==> src/rtl/ram_port_arbiter_pkg.sv <==
// ram_port_arbiter_pkg: shared types and constants for the two-port RAM arbiter
package ram_port_arbiter_pkg;

    localparam int RAM_AW = 10;
    localparam int RAM_DW = 64;
    localparam int N_REQ  = 2;

    typedef logic req_id_t;

    typedef struct packed {
        logic    valid;
        req_id_t id;
        logic    is_read;
    } pend_t;

endpackage

==> src/rtl/rr_arb2.sv <==
// rr_arb2: two-way round-robin arbiter with a 1-bit preferred-requester pointer
module rr_arb2 import ram_port_arbiter_pkg::*; (
    input  logic             clk,
    input  logic             rst_n,
    input  logic [N_REQ-1:0] req,
    output logic [N_REQ-1:0] gnt,
    output logic             gnt_any,
    output req_id_t          gnt_id
);

    req_id_t ptr_q, ptr_d;

    // favour the pointed-to requester, fall back to the other; grant nothing while reset is held
    always_comb begin
        gnt_id  = req[ptr_q] ? ptr_q : ~ptr_q;
        gnt_any = rst_n & (|req);
        gnt     = gnt_any ? (N_REQ'(1) << gnt_id) : '0;
        ptr_d   = gnt_any ? ~gnt_id : ptr_q;
    end

    // pointer register, requester 0 preferred out of reset
    always_ff @(posedge clk or negedge rst_n) begin
        if (!rst_n) ptr_q <= '0;
        else        ptr_q <= ptr_d;
    end

endmodule

==> src/rtl/ram_port_arbiter.sv <==
// ram_port_arbiter: shares one single-port RAM between two requesters with 1-cycle ACK
module ram_port_arbiter import ram_port_arbiter_pkg::*; #(
    parameter int AW = RAM_AW,
    parameter int DW = RAM_DW
) (
    input  logic            CLK,
    input  logic            RESETn,
    input  logic            R0_REQ,
    input  logic [DW/8-1:0] R0_WE,
    input  logic [AW-1:0]   R0_A,
    input  logic [DW-1:0]   R0_DI,
    output logic            R0_GNT,
    output logic            R0_ACK,
    output logic [DW-1:0]   R0_DO,
    input  logic            R1_REQ,
    input  logic [DW/8-1:0] R1_WE,
    input  logic [AW-1:0]   R1_A,
    input  logic [DW-1:0]   R1_DI,
    output logic            R1_GNT,
    output logic            R1_ACK,
    output logic [DW-1:0]   R1_DO,
    output logic            EN,
    output logic [DW/8-1:0] WE,
    output logic [AW-1:0]   A,
    output logic [DW-1:0]   Di,
    input  logic [DW-1:0]   Do
);

    logic [N_REQ-1:0] req, gnt;
    logic             gnt_any;
    req_id_t          gnt_id;
    pend_t            pend_q, pend_d;

    assign req = {R1_REQ, R0_REQ};

    rr_arb2 u_arb (
        .clk    (CLK),
        .rst_n  (RESETn),
        .req    (req),
        .gnt    (gnt),
        .gnt_any(gnt_any),
        .gnt_id (gnt_id)
    );

    // steer the granted requester onto the RAM port and record what the ACK must report
    always_comb begin
        R0_GNT         = gnt[0];
        R1_GNT         = gnt[1];
        EN             = gnt_any;
        WE             = gnt_any ? (gnt_id ? R1_WE : R0_WE) : '0;
        A              = gnt_any ? (gnt_id ? R1_A  : R0_A)  : '0;
        Di             = gnt_any ? (gnt_id ? R1_DI : R0_DI) : '0;
        pend_d.valid   = gnt_any;
        pend_d.id      = gnt_id;
        pend_d.is_read = gnt_any & ~(|WE);
    end

    // pending-ACK record, dropped immediately by reset
    always_ff @(posedge CLK or negedge RESETn) begin
        if (!RESETn) pend_q <= '0;
        else         pend_q <= pend_d;
    end

    // completion pulse to the owning port; read data only on a read ACK
    always_comb begin
        R0_ACK = pend_q.valid & (pend_q.id == 1'b0);
        R1_ACK = pend_q.valid & (pend_q.id == 1'b1);
        R0_DO  = (R0_ACK & pend_q.is_read) ? Do : '0;
        R1_DO  = (R1_ACK & pend_q.is_read) ? Do : '0;
    end

endmodule

==> config.mk <==
export PLATFORM = sky130hd
export DESIGN_NAME = ram_port_arbiter
export DESIGN_NICKNAME = d
export VERILOG_FILES = /design/src/rtl/ram_port_arbiter_pkg.sv /design/src/rtl/rr_arb2.sv /design/src/rtl/ram_port_arbiter.sv
export SDC_FILE = /design/constraint.sdc
export NUM_CORES = 1
export LEC_CHECK = 0
export ABC_CLOCK_PERIOD_IN_PS = 1500
export BUFFER_PORTS_ARGS = -buffer_cell sky130_fd_sc_hd__buf_2
export CORE_AREA = 2 2 175 177
export CTS_BUF_LIST = sky130_fd_sc_hd__clkbuf_8
export CTS_CLUSTER_DIAMETER = 150
export DETAILED_ROUTE_END_ITERATION = 16
export DIE_AREA = 0 0 177 179
export HOLD_SLACK_MARGIN = 0.08
export PLACE_DENSITY = 0.37
export SLEW_MARGIN = 0
export SYNTH_ARGS = -nofsm -noshare
export SYNTH_HDL_FRONTEND = slang
export SYNTH_HIERARCHICAL = 1
export SYNTH_SLANG_ARGS = --single-unit
==> constraint.sdc <==
create_clock -name CLK -period 1.5 [get_ports CLK]
set_input_delay 0 -clock CLK [delete_from_list [all_inputs] [get_ports CLK]]
set_output_delay 0 -clock CLK [all_outputs]
set_load 0.01 [all_outputs]
Word level (Yosys, flattened, before mapping) --
Index checks and enable logic that the tools add are counted.
Word-level totals: word-level logic and storage cells 30, bits of input ports 232, register bits 4, output and inout bits 215
Operators by class: shift-type cells 1, reduce and logical (&&, ||, !) cells 2, bitwise gates (word level) 10, $lt $le $gt $ge 1, mux-type cells 12
Operators by type and width (count):
- 64-bit two-way mux | 4
- 10-bit two-way mux | 2
- 8-bit two-way mux | 2
- 8-bit OR reduction | 1
- 1-bit bitwise AND | 6
- 1-bit inverter | 4
- 1-bit two-way mux | 3
- 1-bit by 2-bit less-than comparator with 1-bit output (second input constant) | 1
- 2-bit two-way mux | 1
- 2-bit OR reduction | 1
- 1-bit by 1-bit << shifter with 2-bit output (first input constant) | 1

Depth between registers and ports, before layout --
depth in word-level cells 8, depth in mapped cells 7, gate-level depth less buffers 5

Hierarchy --
Netlist, hierarchy kept.
By module, submodules not included:
- ram_port_arbiter | seq. area each 75.1 um^2, instances 1, area an instance 2451.1 um^2, cells each 338
- rr_arb2 | seq. area each 25.0 um^2, instances 1, area an instance 77.6 um^2, cells each 11

Worst setup path before layout --
OpenSTA, ideal clock, no wires.
path type register to register, start point reg u_arb.ptr_q, end point reg pend_q[0] in the netlist's numbering, buffers on the path 2, setup time 0.104 ns, period minus slack after synthesis 1.460 ns, required time 1.396 ns, arrival 1.357 ns, stages on the path, launching flop included 8, slack 0.040 ns, cells stage by stage dfrtp_1 nand2_1 o21ai_0 buf_2 buf_6 nor4b_1 nand3_1 o41ai_2
RTL lines:
- from (decl) | line rr_arb2.sv:11 | req_id_t ptr_q, ptr_d;
- from (signal assigned) | line rr_arb2.sv:24 | else ptr_q <= ptr_d;
- to (signal assigned) | line ram_port_arbiter.sv:61 | else pend_q <= pend_d;
- to (decl) | line ram_port_arbiter.sv:32 | pend_t pend_q, pend_d;

Worst setup path in the final report --
start point reg u_arb.ptr_q, end point out Di[30]
On the way: cells in the longest elaborated chain, start to end 5, elaborated cells on any way between the ends 6, those cells by class mux: 5; bitwise: 1
RTL lines:
- 1-bit two-way mux (implied by the code) (2 in a row) | line rr_arb2.sv:15 | gnt_id = req[ptr_q] ? ptr_q : ~ptr_q;
- 1-bit two-way mux * | line rr_arb2.sv:15
- named net gnt_id | line ram_port_arbiter.sv:31 | req_id_t gnt_id;
- 64-bit two-way mux * (2 in a row) | line ram_port_arbiter.sv:52 | Di = gnt_any ? (gnt_id ? R1_DI : R0_DI) : '0;
- to (decl) | line ram_port_arbiter.sv:25 | output logic [DW-1:0] Di,
The timed path passes the listed nets; every way through them passes the cells marked *. The select of a mux whose other input is x is not followed.

==> results.cfg <==
[yosys]
syn_avg_cell_area_um2 = 7.25
synth_edf_count = 0
yosysTopAreaCell = mux2i_1
synth_top_area_share_pct = 32.5
netlist_top_cells_area = mux2i_1 (32%), and2_1 (32%), nor2b_1 (21%)
yosysSeqAreaShare_pct = 3.96
synth.cell_area_mm2 = 0.00253
synthArstFlopShare_pct = 100
ys.flop_type = dfrtp_1
synthCells = 349
yosys.cell_types.count = 23
yosysWarnings = 6
ys_ff_latch = 4
synth_nets = 581

[cts]
root_buffer = clkbuf_8
clk_path_buf_depth = 2
htreeDepth = 1
cts_buffers = 3
clkLatencyLatePin_ns = 0.22
cts_sinks = 4
clkTransAtPathRegs_ns = 0.03
cts_tree = yes

[sta]
final-max-slew-violation-count = 0
fin_crit_sh_pct = 108
worst_pin_slew_ns = 0.310
max_freq_ghz = 0.617
hold_viol = 0
tns_ns = -3.89
fin_crit_ns = 1.62
skew_ns = 0.00571
timing.slew.headroom_pct = 79.1
rsz0062_at_grt = yes
setup_slack_ns = -0.121
setup_viol = 80

[run_status]
status = finished, violations left
violations = negative setup slack

[setup_path]
cp.arrival_ns = 1.62
endpoint_kind = output port
rr_worst_depth = 5
worstSetupPathType = flip-flop to output port
start_kind = flip-flop
path_max_fanout = 13
critPathRequiredTime_ns = 1.50

[route]
dr.pass1.iters = 4
via_count = 4178
drt-initial-drc-count = 78
ant_nets = 0
wl_per_cell_um = 15.1
routed_via_density = 3.45
drc = 0
wl_mm = 18.3

[floorplanning]
die_w_um = 177
io_pins = 447
placement_rows = 64
core_area_mm2 = 0.0300
die_area_mm2 = 0.0317
die_h_um = 179
initial_core_util_pct = 8.42

[global_route]
antenna_found_initial = 6
grt-ovfl-total = 0
grt_first_pass_wirelength_mm = 23.1
grt_pass1_vias = 3886
grt_max_degree = 69
grt_usage_pct = 9.71

[power_and_ir_drop]
swShare_pct = 40.5
combPwrFrac_pct = 83.1
seq_power_share_pct = 6.5
intPower_w = 0.00128
ir_worst_vdd_uv = 186
power_density_mw_per_mm2 = 373
p_leak_nw = 3.48
power_frac_clock_pct = 10.4
p_total_w = 0.00216
switchingPower_w = 0.000872

[hold_path]
hp-class = primary input to flip-flop
min_path_cells = 3

[place]
port_buffers = 446
pre_cts_ws_ns = 0.0477
dp_hpwl_mm = 15.6
dp.cells = 1188
gp_congestion = 0.726
place_area_mm2 = 0.00546

[cells_and_area]
layout-drive-gt1-share_pct = 62.7
nFillCells = 3466
syn2layout_area_growth_pct = 128
fin_area_mm2 = 0.00578
nNetsFinal = 1046
fin_cells = 1211

[job]
maxCapViolCount = 0
## cells in the final DEF (no fill, tap or decap), types with 2 or more instances in the layout
| cell type | n |
|---|---|
| dfrtp_2 | 2 |
| buf_4 | 22 |
| mux2i_2 | 2 |
| nor2b_1 | 83 |
| nand2_1 | 3 |
| buf_12 | 10 |
| dlygate4sd3_1 | 3 |
| buf_6 | 5 |
| mux2i_1 | 78 |
| and2_1 | 125 |
| dfrtp_1 | 2 |
| and2_4 | 4 |
| clkbuf_16 | 2 |
| diode_2 | 3 |
| buf_2 | 446 |
| a21oi_1 | 2 |
| clkbuf_8 | 3 |
| mux2i_4 | 2 |
## repair_timing
item | CTS | global route
cloned | 1 | 3
pin swaps | 0 | 2
endpoints found under the setup margin | 134 | 110
resized for setup | 8 | 14
hold endpoints to repair | 5 | 0
hold buffers | 3 | 0
setup buffers | 2 | 8
## cells in the mapped netlist (2+ instances only)
| cell | number |
|---|---|
| dfrtp_1 | 4 |
| buf_2 | 3 |
| clkbuf_1 | 21 |
| a21oi_1 | 2 |
| buf_4 | 6 |
| mux2i_1 | 82 |
| and2_1 | 129 |
| nor2b_1 | 83 |
| and3_1 | 2 |
| nand2_1 | 4 |
## per-stage QoR
| stage | util, % | hold slack, ns |
|---|---|---|
| global route | 19.2 | 0.123 |
| detailed placement | 18.2 | -0.155 |
| global placement | 18.2 | -0.159 |
| floorplan | - | -0.296 |
| finish | 19.2 | 0.117 |
| CTS | 18.7 | 0.112 |
## flip-flops by register name (all words and copies together), names as in the netlist
signal and cells:
pend_q 3, u_arb/ptr_q 1
## critical path: stages (launching register included)
cell	delay, ns
dfrtp_1	0.41
o21ai_4	0.21
buf_12	0.18
buf_4	0.15
mux2i_4	0.24
nor2b_1	0.06
buf_2	0.14
## power groups by stage
stage	Combinational, W	Clock, W	Sequential, W
2_1_floorplan	0.000827	0	0.000131
3_3_place_gp	0.00170	0	0.000132
3_5_place_dp	0.00170	0	0.000132
4_1_cts	0.00179	0.000233	0.000132
6_report	0.00179	0.000225	0.000140
5_1_grt	0.00194	0.000247	0.000142
## final timing paths
path                       slack, ns        start     endpoint
setup reg to reg                0.06  u_arb/ptr_q    pend_q[0]
setup / recovery               -0.12  u_arb/ptr_q       Di[30]
min in group asynchronous       0.23       RESETn  u_arb/ptr_q
hold / removal                  0.12       RESETn  u_arb/ptr_q
hold reg to reg                 0.82  u_arb/ptr_q    pend_q[1]
max in group asynchronous       1.06       RESETn    pend_q[1]
## routing by layer
layer	routed length [um]	share of wire (%)	vias to the layer above	global-route usage, %
met5	27	0.15	-	0
met4	78	0.43	4	1.10
met3	1640	9.0	10	2.21
met2	9790	53	266	19.2
met1	6780	37	1831	10.7
li1	-	-	2067	-
## cells by family after synthesis
group	Yosys count	synth area share [%]
DFF	4	3.96
AOI/OAI and AO/OA	6	1.88
and+or+nand+nor	225	55.6
buffers and inverters	32	6.09
muxes	82	32.5
## final cells by class
cell class	instances	area [um^2]	share of cell area, %
repair buffers	490	2780	48.1
multi-input cells	314	2350	40.7
well taps	396	495	8.58
flip-flops and latches	4	103	1.78
clock buffers	3	41.3	0.715
diodes	3	7.51	0.130
inverters	1	3.75	0.0650
(Power assumes the default switching activity.)
